===== src/rtl/cordic_result_collector.sv =====
// -----------------------------------------------------------------------------
// cordic_result_collector
//
// Sits behind cordic_wrapper. The CORDIC output cannot be stalled, so every
// valid word is captured into a DEPTH-entry first-word-fall-through FIFO. A
// consumer drains that FIFO over a valid/ready handshake. A word that arrives
// while the FIFO is full, with no pop in the same cycle, is dropped and sets a
// sticky overflow flag.
//
// Optional build macro:
//   CORDIC_COLLECT_STATS_EN - when defined, adds saturating accepted-word and
//                             dropped-word counters. When undefined, both
//                             counter outputs are tied to zero.
//
// Ports:
//   i_clk        clock; all state changes on its rising edge
//   i_async_rst  asynchronous active-low reset; clears all state and memory
//   i_en         capture enable (gates push and drop, never pop)
//   i_clr        synchronous flush; wins over push and pop
//   i_vld/i_data incoming CORDIC word; low OUTPUT_DATA_WIDTH bits are stored
//   o_vld/o_data FIFO head (FWFT), o_vld = !o_empty
//   i_rdy        consumer ready
//   o_level      occupancy 0..DEPTH
//   o_full       o_level == DEPTH
//   o_empty      o_level == 0
//   o_ovf        sticky overflow flag
//   o_word_cnt   accepted-word count (stats build only, else 0)
//   o_drop_cnt   dropped-word count (stats build only, else 0)
// -----------------------------------------------------------------------------
module cordic_result_collector #(
  parameter int DATA_WIDTH        = 56,
  parameter int OUTPUT_DATA_WIDTH = 54,
  parameter int DEPTH             = 8,
  parameter int CNT_WIDTH         = 16
) (
  input  logic                         i_clk,
  input  logic                         i_async_rst,
  input  logic                         i_en,
  input  logic                         i_clr,
  input  logic                         i_vld,
  input  logic [DATA_WIDTH-1:0]        i_data,
  output logic                         o_vld,
  output logic [OUTPUT_DATA_WIDTH-1:0] o_data,
  input  logic                         i_rdy,
  output logic [$clog2(DEPTH):0]       o_level,
  output logic                         o_full,
  output logic                         o_empty,
  output logic                         o_ovf,
  output logic [CNT_WIDTH-1:0]         o_word_cnt,
  output logic [CNT_WIDTH-1:0]         o_drop_cnt
);

  localparam int PTR_W = $clog2(DEPTH);
  localparam int LVL_W = PTR_W + 1;
  localparam logic [LVL_W-1:0] LVL_FULL = LVL_W'(DEPTH);

  logic [OUTPUT_DATA_WIDTH-1:0] mem_q [DEPTH];
  logic [OUTPUT_DATA_WIDTH-1:0] mem_d [DEPTH];
  logic [PTR_W-1:0]             rd_ptr_q, rd_ptr_d;
  logic [PTR_W-1:0]             wr_ptr_q, wr_ptr_d;
  logic [LVL_W-1:0]             level_q, level_d;
  logic                         ovf_q, ovf_d;

  logic push, pop, drop;

  // Upper CORDIC bits are intentionally discarded.
  generate
    if (DATA_WIDTH > OUTPUT_DATA_WIDTH) begin : g_unused_hi
      logic unused_hi;
      assign unused_hi = ^i_data[DATA_WIDTH-1:OUTPUT_DATA_WIDTH];
    end
  endgenerate

  // Flags come straight from the level register; the head word is a
  // combinational read so a freshly pushed word is visible after one edge.
  assign o_level = level_q;
  assign o_full  = (level_q == LVL_FULL);
  assign o_empty = (level_q == '0);
  assign o_vld   = !o_empty;
  assign o_data  = mem_q[rd_ptr_q];
  assign o_ovf   = ovf_q;

  // A pop in the same cycle frees the slot, so a full FIFO can still accept.
  assign pop  = o_vld & i_rdy;
  assign push = i_en & i_vld & (!o_full | pop);
  assign drop = i_en & i_vld & o_full & !pop;

  always_comb begin
    mem_d    = mem_q;
    rd_ptr_d = rd_ptr_q;
    wr_ptr_d = wr_ptr_q;
    level_d  = level_q;
    ovf_d    = ovf_q;
    if (i_clr) begin
      // Flush leaves memory contents alone; only the bookkeeping is reset.
      rd_ptr_d = '0;
      wr_ptr_d = '0;
      level_d  = '0;
      ovf_d    = 1'b0;
    end else begin
      if (push) begin
        mem_d[wr_ptr_q] = i_data[OUTPUT_DATA_WIDTH-1:0];
        wr_ptr_d        = wr_ptr_q + PTR_W'(1);
      end
      if (pop) begin
        rd_ptr_d = rd_ptr_q + PTR_W'(1);
      end
      if (push && !pop) begin
        level_d = level_q + LVL_W'(1);
      end else if (pop && !push) begin
        level_d = level_q - LVL_W'(1);
      end
      if (drop) begin
        ovf_d = 1'b1;
      end
    end
  end

  always_ff @(posedge i_clk or negedge i_async_rst) begin
    if (!i_async_rst) begin
      for (int i = 0; i < DEPTH; i++) begin
        mem_q[i] <= '0;
      end
      rd_ptr_q <= '0;
      wr_ptr_q <= '0;
      level_q  <= '0;
      ovf_q    <= 1'b0;
    end else begin
      mem_q    <= mem_d;
      rd_ptr_q <= rd_ptr_d;
      wr_ptr_q <= wr_ptr_d;
      level_q  <= level_d;
      ovf_q    <= ovf_d;
    end
  end

`ifdef CORDIC_COLLECT_STATS_EN
  logic [CNT_WIDTH-1:0] word_cnt_q, word_cnt_d;
  logic [CNT_WIDTH-1:0] drop_cnt_q, drop_cnt_d;

  // Counters stick at all-ones instead of wrapping back to zero.
  function automatic logic [CNT_WIDTH-1:0] sat_inc(input logic [CNT_WIDTH-1:0] v);
    return (&v) ? v : v + CNT_WIDTH'(1);
  endfunction

  always_comb begin
    word_cnt_d = word_cnt_q;
    drop_cnt_d = drop_cnt_q;
    if (i_clr) begin
      word_cnt_d = '0;
      drop_cnt_d = '0;
    end else begin
      if (push) word_cnt_d = sat_inc(word_cnt_q);
      if (drop) drop_cnt_d = sat_inc(drop_cnt_q);
    end
  end

  always_ff @(posedge i_clk or negedge i_async_rst) begin
    if (!i_async_rst) begin
      word_cnt_q <= '0;
      drop_cnt_q <= '0;
    end else begin
      word_cnt_q <= word_cnt_d;
      drop_cnt_q <= drop_cnt_d;
    end
  end

  assign o_word_cnt = word_cnt_q;
  assign o_drop_cnt = drop_cnt_q;
`else
  assign o_word_cnt = '0;
  assign o_drop_cnt = '0;
`endif

endmodule

===== config.mk =====
export PLATFORM = sky130hd
export DESIGN_NAME = cordic_result_collector
export DESIGN_NICKNAME = d
export VERILOG_FILES = /design/src/rtl/cordic_result_collector.sv
export SDC_FILE = /design/constraint.sdc
export NUM_CORES = 1
export LEC_CHECK = 0
export CAP_MARGIN = 20
export CORE_MARGIN = 3
export CORE_UTILIZATION = 59
export DETAILED_ROUTE_END_ITERATION = 10
export PLACE_DENSITY_LB_ADDON = 0.2
export SLEW_MARGIN = 25
export SYNTH_ARGS = -nofsm -noshare
export SYNTH_HDL_FRONTEND = slang
export SYNTH_SLANG_ARGS = --single-unit

===== constraint.sdc =====
create_clock -name i_clk -period 3.45 [get_ports i_clk]
set_clock_uncertainty 0.15 [all_clocks]
set_input_delay 0.5175 -clock i_clk [delete_from_list [all_inputs] [get_ports i_clk]]
set_output_delay 0.5175 -clock i_clk [all_outputs]
set_load 0.01 [all_outputs]

---- Word level (Yosys, flattened, before mapping) ----
Index checks and enable logic that the tools add are counted.
word-level totals
  register bits ........................... 443
  bits of input ports ..................... 62
  word-level logic and storage cells ...... 57
  output and inout port bits .............. 94
operators by class
  reductions and logical operators ........ 13
  $lt $le $gt $ge ......................... 3
  add/subtract/negate cells ............... 4
  bitwise logic cells ..................... 9
  equality and inequality tests ........... 1
  multiplexer cells ....................... 15
operators by type and width
  kind                                                                  number
  432-bit bitwise mux                                                   1
  54-bit binary-select mux with 3-bit select                            1
  54-bit demux with 3-bit select                                        1
  54-bit two-way mux                                                    3
  3-bit two-way mux                                                     4
  4-bit two-way mux                                                     3
  4-bit >= comparator, second input constant                            2
  3-bit inverter with 4-bit output                                      2
  3-bit by 1-bit adder with 3-bit output, second input constant         2
  2-bit nonzero test                                                    3
  1-bit bitwise AND                                                     5
  4-bit by 1-bit adder with 4-bit output, second input constant         1
  4-bit equality test, second input constant                            1
  1-bit logical NOT                                                     4
  4-bit logical NOT                                                     1
  4-bit by 1-bit < comparator with 1-bit output, second input constant  1
  4-bit by 1-bit subtractor with 4-bit output, second input constant    1
  1-bit logical AND                                                     3
  3-bit nonzero test                                                    1
  1-bit two-way mux                                                     2
  2-bit AND reduction                                                   1
  1-bit inverter                                                        1
  1-bit OR                                                              1

---- Longest topological paths before layout ----
Gate-level depths: netlist of run 1.
  word-level depth ........................ 10
  depth in mapped cells ................... 8
  depth with buffers taken out ............ 8

---- Worst setup path before layout of run 1 ----
No wires, ideal clock.
  kind .................................... register to register
  start point ............................. register level_q[0], in the netlist o_level[0]
  end point ............................... register level_q[3], in the netlist o_level[3]
  path slack .............................. 0.740 ns
  data required time ...................... 3.156 ns
  buffers on the path ..................... 0
  period minus slack after synthesis ...... 2.710 ns
  stages on the path, launching flop included .. 9
  arrival time ............................ 2.416 ns
  setup time .............................. 0.144 ns
  cells stage by stage .................... dfrtp_1 -> or3_1 -> a211oi_1 -> inv_1 -> ha_1 -> nand3_1 -> and2_1 -> a2111oi_0 -> o211ai_1
on the way
  cells in the longest elaborated chain, start to end .. 8
  elaborated cells between the ends (all ways) .. 17
  classes of those cells .................. 2 x add/sub; 1 x eq/ne; 3 x mux; 3 x bitwise; 8 x reduce/logical
ends and longest elaborated chain
  item                                                            RTL line  RTL
  start: declaration                                              61        logic [LVL_W-1:0] level_q, level_d;
  start signal: assignment                                        132       level_q <= level_d;
  4-bit logical NOT                                               78        assign o_empty = (level_q == '0);
  1-bit logical NOT                                               79        assign o_vld = !o_empty;
  1-bit bitwise AND                                               84        assign pop = o_vld & i_rdy;
  1-bit OR                                                        85        assign push = i_en & i_vld & (!o_full | pop);
  1-bit bitwise AND                                               85
  1-bit logical AND / 1-bit logical NOT (equally long branches)   108, 110
  4-bit two-way mux / 1-bit logical AND (equally long branches)   108, 110
  4-bit two-way mux / 3-bit nonzero test (equally long branches)  --
Parallel ways exist; a longest one is shown, timed or not. The select of a mux whose other input is x is not followed.
A chain may end at the register's enable or synchronous reset.

---- Final worst setup path of run 1 ----
  start point ............................. register rd_ptr_q[0]
  end point ............................... output port o_data[47]
on the way
  cells in the longest elaborated chain, start to end .. 4
ends and longest elaborated chain
  item                                                    RTL line  RTL
  start: declaration                                      59        logic [PTR_W-1:0] rd_ptr_q, rd_ptr_d;
  start signal: assignment                                130       rd_ptr_q <= rd_ptr_d;
  3-bit inverter with 4-bit output (not written as such)  80        assign o_data = mem_q[rd_ptr_q];
  54-bit binary-select mux with 3-bit select              80
  54-bit two-way mux (not written as such) (2 in series)  80
  end: declaration                                        43        output logic [OUTPUT_DATA_WIDTH-1:0] o_data,
No other way between the ends. The select of a mux whose other input is x is not followed.

==> impl_metrics.py, run 1 <==
metrics = {
    "sta": {
        "final-hold-violation-count": 0,
        "fin_crit_sh_pct": 97.15,
        "setup_tns_ns": 0,
        "slew_viol_final": 0,
        "setup_viol": 0,
        "rsz0062_at_grt": "false",
        "max_slew_margin_pct": 49.46,
        "tightest_slew_ns": 0.7581,
        "min_period_ns": 3.352,
        "fmax_mhz": 298.4,
    },
    "place": {
        "io_buffers": 121,
        "gp_congestion": 0.7478,
        "dp_hpwl_um": 25160,
    },
    "drt": {
        "firstDrtPassIters": 4,
        "drt_iter0_drc": 488,
        "postRouteWirelength_um": 41570,
        "via_per_inst": 5.981,
        "drtAntennaViolNets": 0,
        "wl_per_cell_um": 22.60,
        "dr_total_vias": 10999,
        "drc": 0,
    },
    "clock_network": {
        "cts_tree": "yes",
        "clkTransAtPathRegs_ns": 0.06,
        "clk_latency_ns": 0.53,
        "root_buffer": "clkbuf_16",
        "clock_path_buffers": 3,
        "cts_buffers": 45,
        "cts_resized": 0,
        "clock_sinks": 443,
        "htreeDepth": 2,
    },
    "synthesis": {
        "yosys.area.top_type": "dfrtp_1",
        "synth_cell_types": 40,
        "synth_ff_type": "dfrtp_1",
        "synthCells": 1219,
        "synth_edf_count": 0,
        "synthesis.area_sq_um": 20090,
        "avgSynthCellArea_sq_um": 16.48,
        "ys_warn_count": 0,
        "ys_ff_latch": 443,
        "synth.area.top_cells": "dfrtp_1 55%, mux2_2 22%, mux4_2 12%, mux2_1 5.2%, buf_2 1.4%",
        "synth_top_area_share_pct": 55.17,
        "ys_async_sr_fraction_pct": 100.0,
        "yosysSeqAreaShare_pct": 55.17,
    },
    "floorplan": {
        "num_io_pins": 156,
        "fp.dieH_um": 190.5,
        "die_x_um": 190.5,
        "core_area_sq_um": 33030,
        "initial_core_util_pct": 60.83,
        "rows": 66,
        "dieArea_sq_um": 36310,
    },
    "final_layout": {
        "fin_util_pct": 71.77,
        "area_growth_syn_to_layout_pct": 17.99,
        "nNetsFinal": 1434,
        "final_common_cell": "dfrtp_1",
        "fill_cells": 2134,
        "layout_common_cells": "440 x dfrtp_1, 397 x mux2_2, 120 x clkdlybuf4s50_1, 108 x mux4_2, 92 x mux2_1",
        "drive_above_1_share_pct": 45.99,
    },
    "power_and_ir_drop": {
        "peakVddDrop_uv": 532.9,
        "pwr_density_cell_nw_per_um2": 630.2,
        "p_leak_nw": 11.20,
    },
    "min_path": {
        "min_path_type": "register to register",
    },
    "global_routing": {
        "grt_pass1_wl_um": 67750,
        "grt_max_degree": 88,
        "first_global_vias": 12024,
        "grt_antenna_before_repair": 1,
        "gr-total-overflow": 0,
        "grt_usage_pct": 23.82,
    },
    "run": {
        "cap_violations": 0,
    },
    "critical_path": {
        "path_max_fanout": 17,
        "endpoint_kind": "primary output",
        "worstPathArrival_ns": 2.68,
        "worstSetupPathType": "register to primary output",
        "worstSetupStartpointType": "register",
        "required_ns": 2.78,
    },
    "outcome": {
        "status": "finished clean",
    },
}
[report_power, final]
part	internal, W	switching [W]	leakage (nW)
sequential	0.00581	0.000348	5.97
clock	0.00286	0.00191	0.713
combinational	0.00241	0.00160	4.51
[final cells by class]
type	count	area (sq um)	share of cell area, %
clock inverters	12	160.2	0.6755
inverters	4	15.01	0.06333
diodes	1	2.502	0.01056
multi-input cells	694	8576	36.17
repair buffers	179	2029	8.560
well taps	442	553.0	2.333
flip-flops and latches	443	11090	46.80
clock buffers	64	1277	5.388
[worst max-delay path: stages, from the launching register on]
cell,delay [ns]
dfrtp_4,0.46
buf_12,0.15
buf_12,0.19
mux4_2,0.53
mux2_2,0.31
clkdlybuf4s50_1,0.49
[timing repair]
| item | CTS | global route |
|---|---|---|
| buffers inserted | 5 | 0 |
| endpoints found under the hold margin | 74 | 0 |
| hold buffers | 1 | 0 |
| endpoints found under the setup margin | 49 | 0 |
[logic make-up after synthesis]
family          after synthesis  share of synthesized area [%]
xor+xnor                      5                         0.2179
simple gates                 42                          1.109
buf+inv                     113                          3.051
other cells                   1                        0.01866
mux                         598                          39.56
fa+ha+maj                     5                         0.3487
flops                       443                          55.17
compound gates               12                         0.5231
[stage by stage]
stage | hold WS (ns) | total power, W | worst slack, ns | cell area (sq um) | instances
after floorplan | 0.07191 | 0.008563 | 0.7395 | 20210 | 1250
after global placement | 0.3120 | 0.01013 | 0.3778 | 22200 | 1756
after detailed placement | 0.3197 | 0.01023 | 0.3688 | 22200 | 1756
after CTS | 0.3326 | 0.01514 | 0.06713 | 23710 | 1838
after global routing | 0.3439 | 0.01566 | 0.03033 | 23710 | 1839
final | 0.3311 | 0.01494 | 0.09847 | 23710 | 1839
[flip-flops by register name, summed over array words and instances, names as in the netlist]
signal and flops:
mem_q 432, wr_ptr_q 3, rd_ptr_q 3, o_level 4, o_ovf 1
[synth_stat cells (all sizes together) (2+ instances only)]
| master | number |
|---|---|
| mux4 | 108 |
| nor2 | 10 |
| dfrtp | 443 |
| xor2 | 4 |
| ha | 4 |
| mux2 | 489 |
| clkbuf | 18 |
| and2 | 2 |
| buf | 91 |
| a211oi | 3 |
| nand2 | 8 |
| nor3 | 4 |
| nor3b | 2 |
| nand3 | 6 |
| o211ai | 2 |
| a21oi | 3 |
| inv | 4 |
| nor4b | 2 |
[worst paths after layout]
kind | slack (ns) | end | start | depth (start not counted)
max in group asynchronous | 1.90 | mem_q[196]$_DFFE_PN0P_ | i_async_rst | 3
setup / recovery | 0.1 | o_data[47] | rd_ptr_q[0]$_DFFE_PN0P_ | 5
min in group asynchronous | 0.44 | mem_q[389]$_DFFE_PN0P_ | i_async_rst | 2
hold reg to reg | 0.33 | mem_q[19]$_DFFE_PN0P_ | mem_q[19]$_DFFE_PN0P_ | 1
hold / removal | 0.33 | mem_q[19]$_DFFE_PN0P_ | mem_q[19]$_DFFE_PN0P_ | 1
setup reg to reg | 0.58 | o_level[3]$_DFFE_PN0P_ | o_level[0]$_DFFE_PN0P_ | 8
[metal layers]
metal	up-vias	global-route usage, %	wire length, um	share of wire, %
met5	-	0	0	0
met4	0	4.911	678	1.6
met3	57	3.713	1566	3.8
met2	185	41.42	21310	51
met1	5924	32.36	18020	43
li1	4833	-	-	-
Power figures use the tool's default switching activity.
==> run 2: changes to the inputs <==
Settings changed: CORE_UTILIZATION 59 to 61, CTS_BUF_LIST from default to sky130_fd_sc_hd__clkbuf_2.
==> run 2 against run 1 <==
Against the previous run: the flow now finishes with violations (setup timing); largest cell class unchanged; wire length up 5.0%; non-clock buffer count up 21; core utilization up 2.7 points; die area down 3.2%; via count up 4.9%; count of clock-buffer cells in the layout up 89; register-to-register slack better by 0.15 ns.
==> impl_metrics.py, run 2 (synthesis gave the netlist of run 1 again) <==
metrics = {
    "outcome": {
        "status": "complete, but fails checks",
        "failed_checks": "setup timing",
    },
    "final_layout": {
        "drive_above_1_share_pct": 53.00,
        "area_growth_syn_to_layout_pct": 18.77,
        "stdcell_area_sq_um": 23860,
        "nNetsFinal": 1521,
        "largest_reg_flops": 432,
        "final_cells": 1971,
        "final_common_cell": "dfrtp_1",
        "regMostFlops": "mem_q",
        "layout_common_cells": "438 x dfrtp_1, 349 x mux2_2, 153 x clkbuf_2, 108 x mux4_2, 92 x mux2_1",
    },
    "sta": {
        "slew_viol_final": 0,
        "rsz0062_at_grt": "true",
        "max_slew_margin_pct": 49.73,
        "final-hold-violation-count": 0,
        "tightest_slew_ns": 0.7540,
        "fmax_mhz": 289.1,
        "postLayoutSetupSlackWorst_ns": -0.008864,
        "fin_crit_sh_pct": 100.3,
        "min_period_ns": 3.459,
        "setup_viol": 3,
    },
    "critical_path": {
        "cpLargestDelayFamily": "multiplexers",
        "cp_slowest_cell": "mux4_2",
        "worstPathArrival_ns": 2.79,
        "cpPeakStageDelay_ns": 0.51,
        "r2r_start": "o_level[1]$_DFFE_PN0P_",
        "cp.depth": 6,
        "cp.buffers_inverters": 4,
        "r2r_end": "o_level[3]$_DFFE_PN0P_",
        "worstSetupPathType": "register to primary output",
        "required_ns": 2.78,
        "r2r.worst_path.cells": 8,
        "worstSetupStartpointType": "register",
        "endpoint_kind": "primary output",
        "critical_path.cell_chain": "buf_12, buf_8, buf_16, mux4_2, mux2_4, buf_6",
        "r2r_slack_ns": 0.73,
        "path_max_fanout": 6,
    },
    "clock_network": {
        "clkTransAtPathRegs_ns": 0.11,
        "root_buffer": "clkbuf_2",
        "cts_tree": "yes",
        "clock_path_buffers": 3,
        "clock_sinks": 443,
        "htreeDepth": 3,
        "cts_buffers": 111,
        "clk_latency_ns": 1.02,
    },
    "min_path": {
        "holdPathEnd": "mem_q[10]$_DFFE_PN0P_",
        "min-delay-start": "i_data[10]",
        "min_path_type": "primary input to register",
        "worstHoldPathCells": 2,
    },
    "place": {
        "place_area_sq_um": 21980,
        "placed_cells": 1736,
        "dp_hpwl_um": 24190,
        "io_buffers": 121,
        "gp_congestion": 0.7672,
        "place_ws_ns": 0.3536,
    },
    "floorplan": {
        "dieArea_sq_um": 35150,
        "core_area_sq_um": 32040,
        "rows": 65,
        "initial_core_util_pct": 62.71,
        "num_io_pins": 156,
        "die_x_um": 187.5,
        "fp.dieH_um": 187.5,
    },
    "power_and_ir_drop": {
        "pwr_density_cell_nw_per_um2": 604.3,
        "p_seq_share_pct": 42.6,
        "p_clk_share_pct": 23.2,
        "p_leak_nw": 11.65,
        "peakVddDrop_uv": 418.6,
        "power.total_w": 0.01442,
        "p_sw_share_pct": 29.73,
        "p_sw_w": 0.004287,
        "combPwrFrac_pct": 34.2,
        "internal-power_w": 0.01013,
    },
    "drt": {
        "wl_per_cell_um": 22.14,
        "drtAntennaViolNets": 0,
        "drc": 0,
        "via_per_inst": 5.853,
        "postRouteWirelength_um": 43650,
        "dr_total_vias": 11537,
        "drt_iter0_drc": 480,
        "firstDrtPassIters": 4,
    },
    "global_routing": {
        "first_global_vias": 12854,
        "grt_pass1_wl_um": 71010,
        "gr-total-overflow": 0,
        "grt_usage_pct": 25.71,
        "grt_antenna_before_repair": 3,
        "grt_max_degree": 111,
    },
    "run": {
        "cap_violations": 0,
    },
}
run 2: cell count changes in the layout (fill, tap and decap cells not counted), sizes merged:
cell           before  now
diode               1    2
inv                 4    6
clkbuf             64  153
clkinvlp            0    1
dlygate4sd3         1    3
clkdlybuf4s50     120   66
bufinv              4    1
buf                58  131
clkinv              8   36
run 2: how the worst max path moves through the flow:
| stage | start | endpoint | slack, ns |
|---|---|---|---|
| finish | rd_ptr_q[0]$_DFFE_PN0P_ | o_data[44] | -0.009 |
| global placement | i_en | o_level[3]$_DFFE_PN0P_ | 0.41 |
| global route | rd_ptr_q[0]$_DFFE_PN0P_ | o_data[44] | -0.11 |
| detailed placement | i_en | mem_q[353]$_DFFE_PN0P_ | 0.35 |
| CTS | rd_ptr_q[0]$_DFFE_PN0P_ | o_data[49] | -0.15 |
| floorplan | o_level[0]$_DFFE_PN0P_ | o_level[3]$_DFFE_PN0P_ | 0.74 |
run 2: what timing repair did:
action | CTS | global route
setup buffers | 28 | 5
setup endpoints to repair | 55 | 47
cloned | 7 | 0
hold endpoints to repair | 442 | 0
gates resized for setup | 343 | 19
hold buffers | 4 | 0
run 2: area by class of cell:
class	count	area (sq um)
fill	2036	8179
inverter	4	15.01
multi-input combinational	694	8760
clock buffer	153	765.7
clock inverter	40	196.4
antenna	2	5.005
tap	435	544.3
timing repair buffer	200	2481
sequential	443	11100
run 2: power groups by stage:
stage | combinational (W) | clock (W) | sequential (W)
6_report | 0.00493 | 0.00334 | 0.00615
5_1_grt | 0.00526 | 0.00374 | 0.00623
4_1_cts | 0.00494 | 0.00347 | 0.00613
3_5_place_dp | 0.00392 | 0 | 0.00628
3_3_place_gp | 0.00386 | 0 | 0.00624
2_1_floorplan | 0.00246 | 0 | 0.00611
run 2: metrics by stage:
stage | TNS, ns | hold slack, ns | utilization (%)
2_1_floorplan | 0 | 0.07191 | -
4_1_cts | -2.558 | 0.03928 | 74.36
5_1_grt | -2.958 | 0.09556 | 74.47
6_report | -0.01265 | 0.1371 | 74.47
3_5_place_dp | 0 | 0.3191 | 68.58
3_3_place_gp | 0 | 0.3118 | 68.58
run 2: worst reg2reg max path, stage by stage, from the launching register on:
cell and delay [ns]:
dfrtp_1 0.48, or3_1 0.44, a211oi_1 0.34, inv_1 0.11, ha_1 0.34, a21oi_1 0.09, and2_1 0.19, a2111oi_0 0.37
o211ai_1 0.15
run 2: routing by layer:
metal | vias to the layer above | track usage, % | routed length [um]
met1 | 6148 | 34.54 | 18620
met5 | - | 0 | 22
met2 | 258 | 43.19 | 22420
li1 | 5063 | - | -
met4 | 4 | 7.619 | 753
met3 | 64 | 5.197 | 1832
==> run 3: changes to the inputs <==
Clock period 3.45 ns to 3.8 ns, I/O delays scaled along.
==> run 3 against run 2 <==
Against the previous run: the run now ends clean; combinational power is 20% lower; sequential cell count stayed put; sequential share of layout area is 0.57 points higher; clock power is 3% lower; die area stayed put; total power is 12% lower; final area is 1.2% lower; cell count is 0.20% higher; register-to-register slack better by 0.15 ns; wire length is 1.2% lower; critical endpoint is now o_data[15]; highest routed layer is now met4.
==> impl_metrics.py, run 3 (synthesis gave the netlist of run 1 again) <==
metrics = {
    "clock_network": {
        "root_buffer": "clkbuf_2",
        "clock_sinks": 443,
        "htreeDepth": 3,
        "clkTransAtPathRegs_ns": 0.11,
        "clk_latency_ns": 0.97,
        "clock_path_buffers": 3,
        "cts_buffers": 111,
        "cts_tree": "yes",
    },
    "drt": {
        "postRouteWirelength_um": 43110,
        "drt_iter0_drc": 522,
        "via_per_inst": 5.816,
        "dr_total_vias": 11486,
        "drtAntennaViolNets": 0,
        "firstDrtPassIters": 5,
        "wl_per_cell_um": 21.83,
        "drc": 0,
    },
    "global_routing": {
        "grt_usage_pct": 25.21,
        "gr-total-overflow": 0,
        "grt_pass1_wl_um": 69370,
        "first_global_vias": 12656,
        "grt_max_degree": 68,
        "grt_antenna_before_repair": 5,
    },
    "sta": {
        "final-hold-violation-count": 0,
        "fmax_mhz": 274.6,
        "min_period_ns": 3.642,
        "max_slew_margin_pct": 57.77,
        "rsz0062_at_grt": "true",
        "setup_tns_ns": 0,
        "slew_viol_final": 0,
        "setup_viol": 0,
        "tightest_slew_ns": 0.6321,
        "fin_crit_sh_pct": 95.84,
    },
    "critical_path": {
        "cpPeakStageDelay_ns": 0.52,
        "endpoint_kind": "primary output",
        "crit_path_end": "o_data[15]",
        "r2r_slack_ns": 0.88,
        "cp_slowest_cell": "dfrtp_4",
        "critical_path.cell_chain": "buf_12, buf_12, buf_16, buf_4, mux4_2, mux2_4, buf_6",
        "worstPathArrival_ns": 2.92,
        "r2r_start": "o_level[0]$_DFFE_PN0P_",
        "path_max_fanout": 7,
        "worst_path_most_repeated_cell": "buf_12",
        "worstSetupPathType": "register to primary output",
        "r2r_end": "o_level[3]$_DFFE_PN0P_",
        "startpoint": "rd_ptr_q[0]$_DFFE_PN0P_",
        "required_ns": 3.08,
        "r2r.worst_path.cells": 8,
        "worstSetupStartpointType": "register",
    },
    "floorplan": {
        "core_area_sq_um": 32040,
        "fp.dieH_um": 187.5,
        "initial_core_util_pct": 62.71,
        "die_x_um": 187.5,
        "num_io_pins": 156,
        "dieArea_sq_um": 35150,
        "rows": 65,
    },
    "power_and_ir_drop": {
        "p_sw_share_pct": 29.97,
        "pwr_density_cell_nw_per_um2": 540.2,
        "p_clk_share_pct": 25.4,
        "p_seq_share_pct": 43.7,
        "power.total_w": 0.01273,
        "p_sw_w": 0.003816,
        "combPwrFrac_pct": 30.8,
        "internal-power_w": 0.008916,
        "p_leak_nw": 11.48,
        "peakVddDrop_uv": 321.4,
    },
    "final_layout": {
        "area_growth_syn_to_layout_pct": 17.30,
        "drive_above_1_share_pct": 50.68,
        "regMostFlops": "mem_q",
        "stdcell_area_sq_um": 23570,
        "nNetsFinal": 1512,
        "largest_reg_flops": 432,
        "final_common_cell": "dfrtp_1",
        "layout_common_cells": "440 x dfrtp_1, 390 x mux2_2, 160 x clkbuf_2, 108 x mux4_2, 92 x mux2_1",
        "fin_util_pct": 73.56,
    },
    "min_path": {
        "min-delay-start": "i_data[7]",
        "min_path_type": "primary input to register",
    },
    "place": {
        "io_buffers": 121,
        "gp_congestion": 0.7540,
        "place_area_sq_um": 21980,
        "dp_hpwl_um": 24290,
    },
    "outcome": {
        "status": "finished clean",
    },
    "run": {
        "cap_violations": 0,
    },
}
run 3: cell count changes in the layout (fill, tap and decap cells not counted), moves of 4 or more:
| cell | change |
|---|---|
| dlygate4sd2_1 | +16 |
| clkdlybuf4s50_1 | +4 |
| clkdlybuf4s15_1 | +13 |
| mux2_4 | -41 |
| buf_2 | +7 |
| clkinv_2 | +5 |
| buf_6 | -50 |
| mux2_2 | +41 |
| buf_8 | -5 |
| clkbuf_2 | +7 |
run 3: metal layers:
layer  global-route usage, %  wire length (um)  vias up
met1                   33.00             18460     6121
met2                   42.95             22070      239
met4                   8.139               821        0
met3                   5.104              1755       69
met5                       0                 0        -
li1                        -                 -     5057
run 3: through the flow:
stage          cells  setup WS [ns]  hold WS [ns]
2_1_floorplan   1250          1.090        0.1244
3_3_place_gp    1732         0.5957        0.3127
3_5_place_dp    1732         0.5525        0.3205
4_1_cts         1962       -0.03457       0.03860
5_1_grt         1975       -0.02167       0.07519
6_report        1975         0.1582        0.1614
run 3: how the worst min path moves through the flow:
stage                                          to  slack, ns  depth (start not counted)
final                       mem_q[61]$_DFFE_PN0P_       0.16                          2
after global routing      wr_ptr_q[1]$_DFFE_PN0P_       0.08                          2
after CTS                   mem_q[62]$_DFFE_PN0P_       0.04                          2
after detailed placement    mem_q[34]$_DFFE_PN0P_       0.32                          1
after global placement      mem_q[18]$_DFFE_PN0P_       0.31                          1
after floorplan              mem_q[0]$_DFFE_PN0P_       0.12                          0
run 3: area by class of cell:
type	instances	area, sq um
Multi-Input combinational cell	694	8602
Antenna cell	5	12.51
Tap cell	435	544.3
Fill cell	2045	8473
Clock inverter	47	280.3
Timing Repair Buffer	191	2241
Clock buffer	156	780.7
Sequential cell	443	11090
Inverter	4	15.01
run 3: power groups by stage:
stage	Combinational, W	Sequential, W	Clock, W
floorplan	0.00223	0.00555	0
global placement	0.00349	0.00566	0
detailed placement	0.00356	0.00570	0
CTS	0.00391	0.00556	0.00335
global route	0.00421	0.00564	0.00362
finish	0.00393	0.00557	0.00324
run 3: repair_timing:
action                                  4_1_cts  5_1_grt
buffers inserted                             16        8
hold buffers                                  3        0
gates resized for setup                     123       31
endpoints found under the hold margin       441        0
endpoints found under the setup margin       54       25
gates cloned                                  8        1
run 3: critical path: cells and delay by family (launching register included):
kind                   cells  cell delay (ns)
buffers and inverters      5             0.72
DFF                        1             0.52
muxes                      2             0.68
